## config.mk

```make
export PLATFORM = sky130hd
export DESIGN_NAME = hamming_run_scheduler_flat
export DESIGN_NICKNAME = d
export VERILOG_FILES = /design/src/rtl/hamming_run_scheduler_if.sv /design/src/rtl/hamming_run_scheduler.sv /design/src/flat_wrapper.sv
export SDC_FILE = /design/constraint.sdc
export NUM_CORES = 1
export LEC_CHECK = 0
export ABC_AREA = 1
export CORE_MARGIN = 1.5
export CORE_UTILIZATION = 60
export CTS_BUF_LIST = sky130_fd_sc_hd__clkbuf_16
export CTS_CLUSTER_DIAMETER = 50
export DETAILED_ROUTE_END_ITERATION = 12
export PLACE_DENSITY = 0.95
export SLEW_MARGIN = 5
export SYNTH_ARGS = -nofsm -noshare
export SYNTH_HDL_FRONTEND = slang
export SYNTH_SLANG_ARGS = --single-unit
```

## constraint.sdc

```tcl
create_clock -name clock -period 15.8 [get_ports clock]
set_clock_uncertainty 0.1 [all_clocks]
set_input_delay 3.16 -clock clock [delete_from_list [all_inputs] [get_ports clock]]
set_output_delay 3.16 -clock clock [all_outputs]
set_load 0.02 [all_outputs]
```

## src/rtl/hamming_run_scheduler_if.sv

```systemverilog
// rtl/hamming_run_scheduler_if.sv - seed source, result sink, datapath control and CSR bus of the run scheduler
interface hamming_run_scheduler_if #(
    parameter int WIDTH = 32
);
    logic             out_ready;
    logic             out_valid;
    logic             out_startofpacket;
    logic             out_endofpacket;
    logic [WIDTH-1:0] out_data;
    logic             in_valid;
    logic             in_ready;
    logic [WIDTH-1:0] in_data;
    logic             flush;
    logic             busy;
    logic [1:0]       csr_address;
    logic             csr_read;
    logic             csr_write;
    logic [WIDTH-1:0] csr_writedata;
    logic [WIDTH-1:0] csr_readdata;
    logic             irq;

    modport master (
        input  out_ready, in_valid, in_data, busy,
               csr_address, csr_read, csr_write, csr_writedata,
        output out_valid, out_startofpacket, out_endofpacket, out_data,
               in_ready, flush, csr_readdata, irq
    );

    modport slave (
        output out_ready, in_valid, in_data, busy,
               csr_address, csr_read, csr_write, csr_writedata,
        input  out_valid, out_startofpacket, out_endofpacket, out_data,
               in_ready, flush, csr_readdata, irq
    );
endinterface

```

## src/rtl/hamming_run_scheduler.sv

```systemverilog
// rtl/hamming_run_scheduler.sv - seeds one hamming datapath run, counts its results, flushes and reports the outcome
module hamming_run_scheduler #(
    parameter int WIDTH = 32,
    parameter int CNTW  = 16
) (
    input  logic                    clock,
    input  logic                    reset,
    hamming_run_scheduler_if.master bus
);
    typedef enum logic [4:0] {
        S_IDLE  = 5'b00001,
        S_SEED  = 5'b00010,
        S_RUN   = 5'b00100,
        S_FLUSH = 5'b01000,
        S_DONE  = 5'b10000
    } state_t;

    state_t            state_q, state_d;
    logic [WIDTH-1:0]  seed_q, cutoff_q, sh_seed_q, sh_cutoff_q;
    logic [CNTW-1:0]   limit_q, sh_limit_q, count_q, count_d;
    logic [1:0]        reason_q, reason_d;
    logic              done_q, done_d, irq_en_q, irq_en_d, irq_q, irq_d;
    logic              busy_seen_q, busy_seen_d;

    logic              wr0, start_w, abort_w, clear_w, launch;
    logic              run_beat, over_cut, hit_limit;
    logic [CNTW:0]     count_inc;
    logic [31:0]       status;

    assign wr0     = bus.csr_write && (bus.csr_address == 2'd0);
    assign start_w = wr0 && bus.csr_writedata[0];
    assign abort_w = wr0 && bus.csr_writedata[1];
    assign clear_w = wr0 && bus.csr_writedata[2];
    assign launch  = start_w && (state_q == S_IDLE);

    // Run decisions use only the shadow copies so CSR writes mid-run cannot move the goalposts.
    assign run_beat  = (state_q == S_RUN) && bus.in_valid;
    assign over_cut  = bus.in_data > sh_cutoff_q;
    assign count_inc = {1'b0, count_q} + {{CNTW{1'b0}}, 1'b1};
    assign hit_limit = (sh_limit_q != '0) && (count_inc == {1'b0, sh_limit_q});

    always_ff @(posedge clock or posedge reset) begin
        if (reset) begin
            state_q <= S_IDLE;
        end else begin
            state_q <= state_d;
        end
    end

    always_comb begin
        state_d     = state_q;
        reason_d    = reason_q;
        count_d     = count_q;
        busy_seen_d = busy_seen_q;
        case (state_q)
            S_IDLE: begin
                if (start_w) begin
                    state_d     = S_SEED;
                    reason_d    = 2'b00;
                    count_d     = '0;
                    busy_seen_d = 1'b0;
                end
            end
            S_SEED: begin
                if (abort_w) begin
                    state_d  = S_FLUSH;
                    reason_d = 2'b11;
                end else if (bus.out_ready) begin
                    state_d = S_RUN;
                end
            end
            S_RUN: begin
                if (bus.busy) begin
                    busy_seen_d = 1'b1;
                end
                if (abort_w) begin
                    state_d  = S_FLUSH;
                    reason_d = 2'b11;
                end else if (run_beat && over_cut) begin
                    state_d  = S_FLUSH;
                    reason_d = 2'b10;
                end else begin
                    if (run_beat && (count_q != '1)) begin
                        count_d = count_inc[CNTW-1:0];
                    end
                    if (run_beat && hit_limit) begin
                        state_d  = S_FLUSH;
                        reason_d = 2'b01;
                    end else if (busy_seen_q && !bus.busy) begin
                        state_d  = S_DONE;
                        reason_d = 2'b00;
                    end
                end
            end
            S_FLUSH: begin
                if (!bus.busy) begin
                    state_d = S_DONE;
                end
            end
            S_DONE:  state_d = S_IDLE;
            default: state_d = S_IDLE;
        endcase
    end

    always_comb begin
        bus.out_valid         = 1'b0;
        bus.out_startofpacket = 1'b0;
        bus.out_endofpacket   = 1'b0;
        bus.out_data          = '0;
        bus.in_ready          = 1'b0;
        bus.flush             = 1'b0;
        case (state_q)
            S_SEED: begin
                bus.out_valid         = 1'b1;
                bus.out_startofpacket = 1'b1;
                bus.out_endofpacket   = 1'b1;
                bus.out_data          = sh_seed_q;
            end
            S_RUN: bus.in_ready = 1'b1;
            S_FLUSH: begin
                bus.in_ready = 1'b1;
                bus.flush    = 1'b1;
            end
            default: ;
        endcase
    end

    // DONE wins over a same-cycle clear so a completed run is never silently lost.
    always_comb begin
        done_d = done_q;
        if (state_q == S_DONE) begin
            done_d = 1'b1;
        end else if (launch || clear_w) begin
            done_d = 1'b0;
        end
        irq_en_d = wr0 ? bus.csr_writedata[3] : irq_en_q;
        irq_d    = done_d && irq_en_d;
    end

    always_ff @(posedge clock or posedge reset) begin
        if (reset) begin
            seed_q      <= {{(WIDTH-1){1'b0}}, 1'b1};
            limit_q     <= CNTW'(16);
            cutoff_q    <= '1;
            sh_seed_q   <= '0;
            sh_limit_q  <= '0;
            sh_cutoff_q <= '0;
            count_q     <= '0;
            reason_q    <= 2'b00;
            done_q      <= 1'b0;
            irq_en_q    <= 1'b0;
            irq_q       <= 1'b0;
            busy_seen_q <= 1'b0;
        end else begin
            if (bus.csr_write) begin
                case (bus.csr_address)
                    2'd1:    seed_q   <= bus.csr_writedata;
                    2'd2:    limit_q  <= bus.csr_writedata[CNTW-1:0];
                    2'd3:    cutoff_q <= bus.csr_writedata;
                    default: ;
                endcase
            end
            if (launch) begin
                sh_seed_q   <= seed_q;
                sh_limit_q  <= limit_q;
                sh_cutoff_q <= cutoff_q;
            end
            count_q     <= count_d;
            reason_q    <= reason_d;
            done_q      <= done_d;
            irq_en_q    <= irq_en_d;
            irq_q       <= irq_d;
            busy_seen_q <= busy_seen_d;
        end
    end

    assign bus.irq = irq_q;

    always_comb begin
        status        = '0;
        status[4:0]   = state_q;
        status[5]     = done_q;
        status[6]     = irq_en_q;
        status[9:8]   = reason_q;
        status[31:16] = 16'(count_q);
        bus.csr_readdata = '0;
        if (bus.csr_read) begin
            case (bus.csr_address)
                2'd0:    bus.csr_readdata = WIDTH'(status);
                2'd1:    bus.csr_readdata = seed_q;
                2'd2:    bus.csr_readdata = WIDTH'(limit_q);
                default: bus.csr_readdata = cutoff_q;
            endcase
        end
    end
endmodule

```

## src/flat_wrapper.sv

```systemverilog
// flat-port wrapper written by rule: the top's interface ports become plain ports
module hamming_run_scheduler_flat 
#(
    parameter int WIDTH = 32,
    parameter int CNTW  = 16
)
  (clock, reset, bus_out_ready, bus_in_valid, bus_in_data, bus_busy, bus_csr_address, bus_csr_read, bus_csr_write, bus_csr_writedata, bus_out_valid, bus_out_startofpacket, bus_out_endofpacket, bus_out_data, bus_in_ready, bus_flush, bus_csr_readdata, bus_irq);
  hamming_run_scheduler_if #(.WIDTH(WIDTH)) bus_i ();
  input  logic clock;
  input  logic reset;
  input wire logic [$bits(bus_i.out_ready)-1:0] bus_out_ready;
  input wire logic [$bits(bus_i.in_valid)-1:0] bus_in_valid;
  input wire logic [$bits(bus_i.in_data)-1:0] bus_in_data;
  input wire logic [$bits(bus_i.busy)-1:0] bus_busy;
  input wire logic [$bits(bus_i.csr_address)-1:0] bus_csr_address;
  input wire logic [$bits(bus_i.csr_read)-1:0] bus_csr_read;
  input wire logic [$bits(bus_i.csr_write)-1:0] bus_csr_write;
  input wire logic [$bits(bus_i.csr_writedata)-1:0] bus_csr_writedata;
  output wire logic [$bits(bus_i.out_valid)-1:0] bus_out_valid;
  output wire logic [$bits(bus_i.out_startofpacket)-1:0] bus_out_startofpacket;
  output wire logic [$bits(bus_i.out_endofpacket)-1:0] bus_out_endofpacket;
  output wire logic [$bits(bus_i.out_data)-1:0] bus_out_data;
  output wire logic [$bits(bus_i.in_ready)-1:0] bus_in_ready;
  output wire logic [$bits(bus_i.flush)-1:0] bus_flush;
  output wire logic [$bits(bus_i.csr_readdata)-1:0] bus_csr_readdata;
  output wire logic [$bits(bus_i.irq)-1:0] bus_irq;
  assign bus_i.out_ready = bus_out_ready;
  assign bus_i.in_valid = bus_in_valid;
  assign bus_i.in_data = bus_in_data;
  assign bus_i.busy = bus_busy;
  assign bus_i.csr_address = bus_csr_address;
  assign bus_i.csr_read = bus_csr_read;
  assign bus_i.csr_write = bus_csr_write;
  assign bus_i.csr_writedata = bus_csr_writedata;
  assign bus_out_valid = bus_i.out_valid;
  assign bus_out_startofpacket = bus_i.out_startofpacket;
  assign bus_out_endofpacket = bus_i.out_endofpacket;
  assign bus_out_data = bus_i.out_data;
  assign bus_in_ready = bus_i.in_ready;
  assign bus_flush = bus_i.flush;
  assign bus_csr_readdata = bus_i.csr_readdata;
  assign bus_irq = bus_i.irq;
  hamming_run_scheduler #(.WIDTH(WIDTH), .CNTW(CNTW)) u_core (.clock(clock), .reset(reset), .bus(bus_i));
endmodule
```

==> run_results.csv <==
group,metric,value,unit
synthesis,synth_nets,1459,
route,wl_per_cell,17.53,um
floorplanning,die_area,17710,um2
synthesis,yosys_warnings,0,
synthesis,netlist.area_leader.share,37.47,%
setup_path,r2r_setup_slack,12.51,ns
timing,slew_headroom,14.59,%
route,vias,9767,
grt,grt_overflow,0,
synthesis,synth_common_cells,"333 x nand2_1, 257 x inv_1, 205 x o21ai_0",
synthesis,syn_inst,1353,
timing,finalHoldViolations,0,
setup_path,cp_data_arrival_time,6.03,ns
clock_network,clkSinkCount,187,
clock_network,postCtsSetupRepairBufs,0,
floorplanning,fp.dieH,133.1,um
hold_path,min_to,"u_core.sh_cutoff_q[23]$_DFFE_PP0P_",
setup_path,worstReg2RegStart,"u_core.state_q[3]$_DFFE_PP0P_",
clock_network,numCtsBuffers,17,
clock_network,holdBufCountCts,0,
cells_and_area,fin_nets,1573,
place,placed_cells,1668,
synthesis,synth_edf_count,0,
timing,finalSetupViolations,0,
clock_network,ctsResizeCount,0,
grt,grt_usage,34.40,%
route,drcViolationCount,0,
power,finalPower,1648,uW
route,antenna_left,0,
timing,max_clock_freq,107.6,MHz
synthesis,ys_ff_latch,187,
grt,grt_max_degree,119,
cells_and_area,fin_cells,1700,
hold_path,holdPathStages,2,
synthesis,netlist_area,10150,um2
place,postPlaceCellArea,11700,um2
cells_and_area,drive_gt1_share,6.689,%
place,gp_congestion,0.9624,
job,maxCapViolations,0,
cells_and_area,finalInstanceArea,12330,um2
timing,drv_slew,0,
synthesis,ys_top_cells_by_area,"dfrtp_1 37%, nand2_1 12%, o21ai_0 10%",
cells_and_area,antenna_cells,0,
route,drt-pass1-iter-count,9,
power,power_per_cell_area,133.7,nW/um2
cells_and_area,area_growth,21.46,%
floorplanning,rows,47,
timing,setup_tns,0,ns
setup_path,max_stage_delay,0.77,ns
setup_path,crit_required,12.54,ns
timing,fin_crit_sh,58.81,%
setup_path,critPathKind,"in -> out",
setup_path,setup.worst_path.start_class,"input pin",
setup_path,worst_setup_path_end_kind,"output pin",
setup_path,worst_r2r_path_depth,9,
floorplanning,boundaryPins,143,
synthesis,yosysSeqAreaShare,46.52,%
timing,rsz0062_at_grt,"false",
setup_path,cpMostUsedCell,"inv_1",
setup_path,cp_max_fo,13,
power,leakage,0.005994,uW
clock_network,clock_latency,0.45,ns
floorplanning,start_util,61.22,%
grt,antenna_found_initial,1,
timing,finalCriticalPeriod,9.291,ns
floorplanning,core,16580,um2
clock_network,cts_tree,"yes",
power,irDropWorstVdd,0.09354,mV
grt,grt_pass1_vias,9561,
clock_network,cts_max_level,4,
clock_network,root_buffer,"clkbuf_16",
hold_path,worstHoldStart,"u_core.sh_cutoff_q[23]$_DFFE_PP0P_",
clock_network,cts_buffer_depth,2,
grt,grt_pass1_wl,47.44,mm
setup_path,r2r-end,"u_core.count_q[5]$_DFFE_PP0P_",
route,viasPerCell,5.745,
setup_path,crit_chain,"clkdlybuf4s50_1, inv_1, nor2_1, inv_1, o22ai_1, a21oi_1, o21ai_0, nand2_1, inv_1, clkdlybuf4s50_1",
hold_path,hold_path.class,"reg -> reg",
setup_path,slowest_stage,"nor2_1",
route,wl,29.81,mm
synthesis,synth_top_area_cell,"dfrtp_1",
timing,worst-slew-pin-transition,1.281,ns
route,drt_iter0_markers,1138,
place,dp_hpwl,20.83,mm
floorplanning,dieWidth,133.1,um
place,io_buffers,142,
synthesis,yosysMostFrequentCell,"nand2_1",
synthesis,ys_async_sr_fraction,100.0,%
synthesis,synth_flop_cell,"dfrtp_1",
status,status,"completed",
synthesis,syn_area_per_cell,7.504,um2
clock_network,cts.reportedPaths.clkPinSlew,0.07,ns
synthesis,synth.distinct_cells,38,
## layer usage
metal  global-route usage (%)  wire, um
met1                    43.59     11450
met2                    56.94     14390
met3                    7.318      2814
met4                    15.51      1157
met5                        0         0
## cell usage in the layout (no fill, tap or decap), types with 2 or more instances in the layout
master and n:
o21bai_1 3, o211ai_1 4, nand2_1 332, clkdlybuf4s50_1 142, clkinvlp_4 2, o221ai_1 15
clkinv_8 2, clkbuf_16 17, clkinv_1 2, nand3b_1 3, o21ai_0 205, nand3_2 7
o22ai_1 14, nand3_1 60, nand2_2 3, inv_6 5, inv_8 2, o21ai_1 2
nor2_2 4, ha_1 33, a21oi_1 23, bufinv_16 3, inv_1 257, o21a_1 2
xor2_1 2, a21oi_2 2, buf_4 8, nand4_1 22, nor2_1 99, nor2_4 4
dfstp_2 35, dfrtp_1 152, nor3_1 4
## critical path, delay by kind of cell
family	cells	cell delay (ns)
buf+inv	5	1.63
simple gates	2	0.87
compound gates	3	0.36
## power breakdown
part | internal, uW | total (uW) | switching (uW) | leakage (uW)
Sequential | 617 | 720 | 103 | 0.00233
Clock | 255 | 459 | 204 | 0.000306
Combinational | 181 | 469 | 288 | 0.00336
Total | 1050 | 1650 | 595 | 0.00599
## sequential cells by signal (all words and copies together) (netlist names)
register,flops
u_core.reason_q,2
u_core.count_q,16
u_core.state_q,5
u_core.sh_cutoff_q,32
u_core.bus.irq,1
u_core.seed_q,32
u_core.busy_seen_q,1
u_core.done_q,1
u_core.limit_q,16
u_core.sh_seed_q,32
u_core.irq_en_q,1
u_core.cutoff_q,32
u_core.sh_limit_q,16
## worst max path at each step
stage	slack (ns)	end	start	depth (start not counted)
5_1_grt	6.39	bus_csr_readdata[4]	bus_csr_address[1]	10
2_1_floorplan	7.51	u_core.bus.irq$_DFF_PP0_	reset	1
6_report	6.51	bus_csr_readdata[4]	bus_csr_address[1]	10
3_5_place_dp	6.61	bus_csr_readdata[4]	bus_csr_address[1]	10
4_1_cts	6.57	bus_csr_readdata[4]	bus_csr_address[1]	10
3_3_place_gp	6.72	bus_csr_readdata[4]	bus_csr_address[1]	10
## logic make-up after synthesis
family	count (synthesis)	synth area share, %
and+or+nand+nor	541	22.44
buffers and inverters	315	11.92
AOI/OAI and AO/OA	273	14.57
DFF	187	46.52
adders and majority gates	33	4.067
xor gates and xnor gates	4	0.4807
## stage by stage
step,setup slack [ns],hold WS [ns],utilization [%]
after global placement,6.719,0.3645,70.54
after CTS,6.571,0.3897,74.35
after global routing,6.387,0.4045,74.35
final,6.509,0.3867,74.35
after floorplan,7.513,0.3422,-
after detailed placement,6.615,0.3726,70.54
## cell type report
type | count | area (um2)
Clock buffer | 17 | 425.4
Clock inverter | 15 | 207.7
Fill cell | 1249 | 4253
Inverter | 260 | 980.9
Multi-Input combinational cell | 851 | 4237
Sequential cell | 187 | 4723
Tap cell | 220 | 275.3
Timing Repair Buffer | 150 | 1481
No activity file was read; power rests on OpenSTA's default activity.
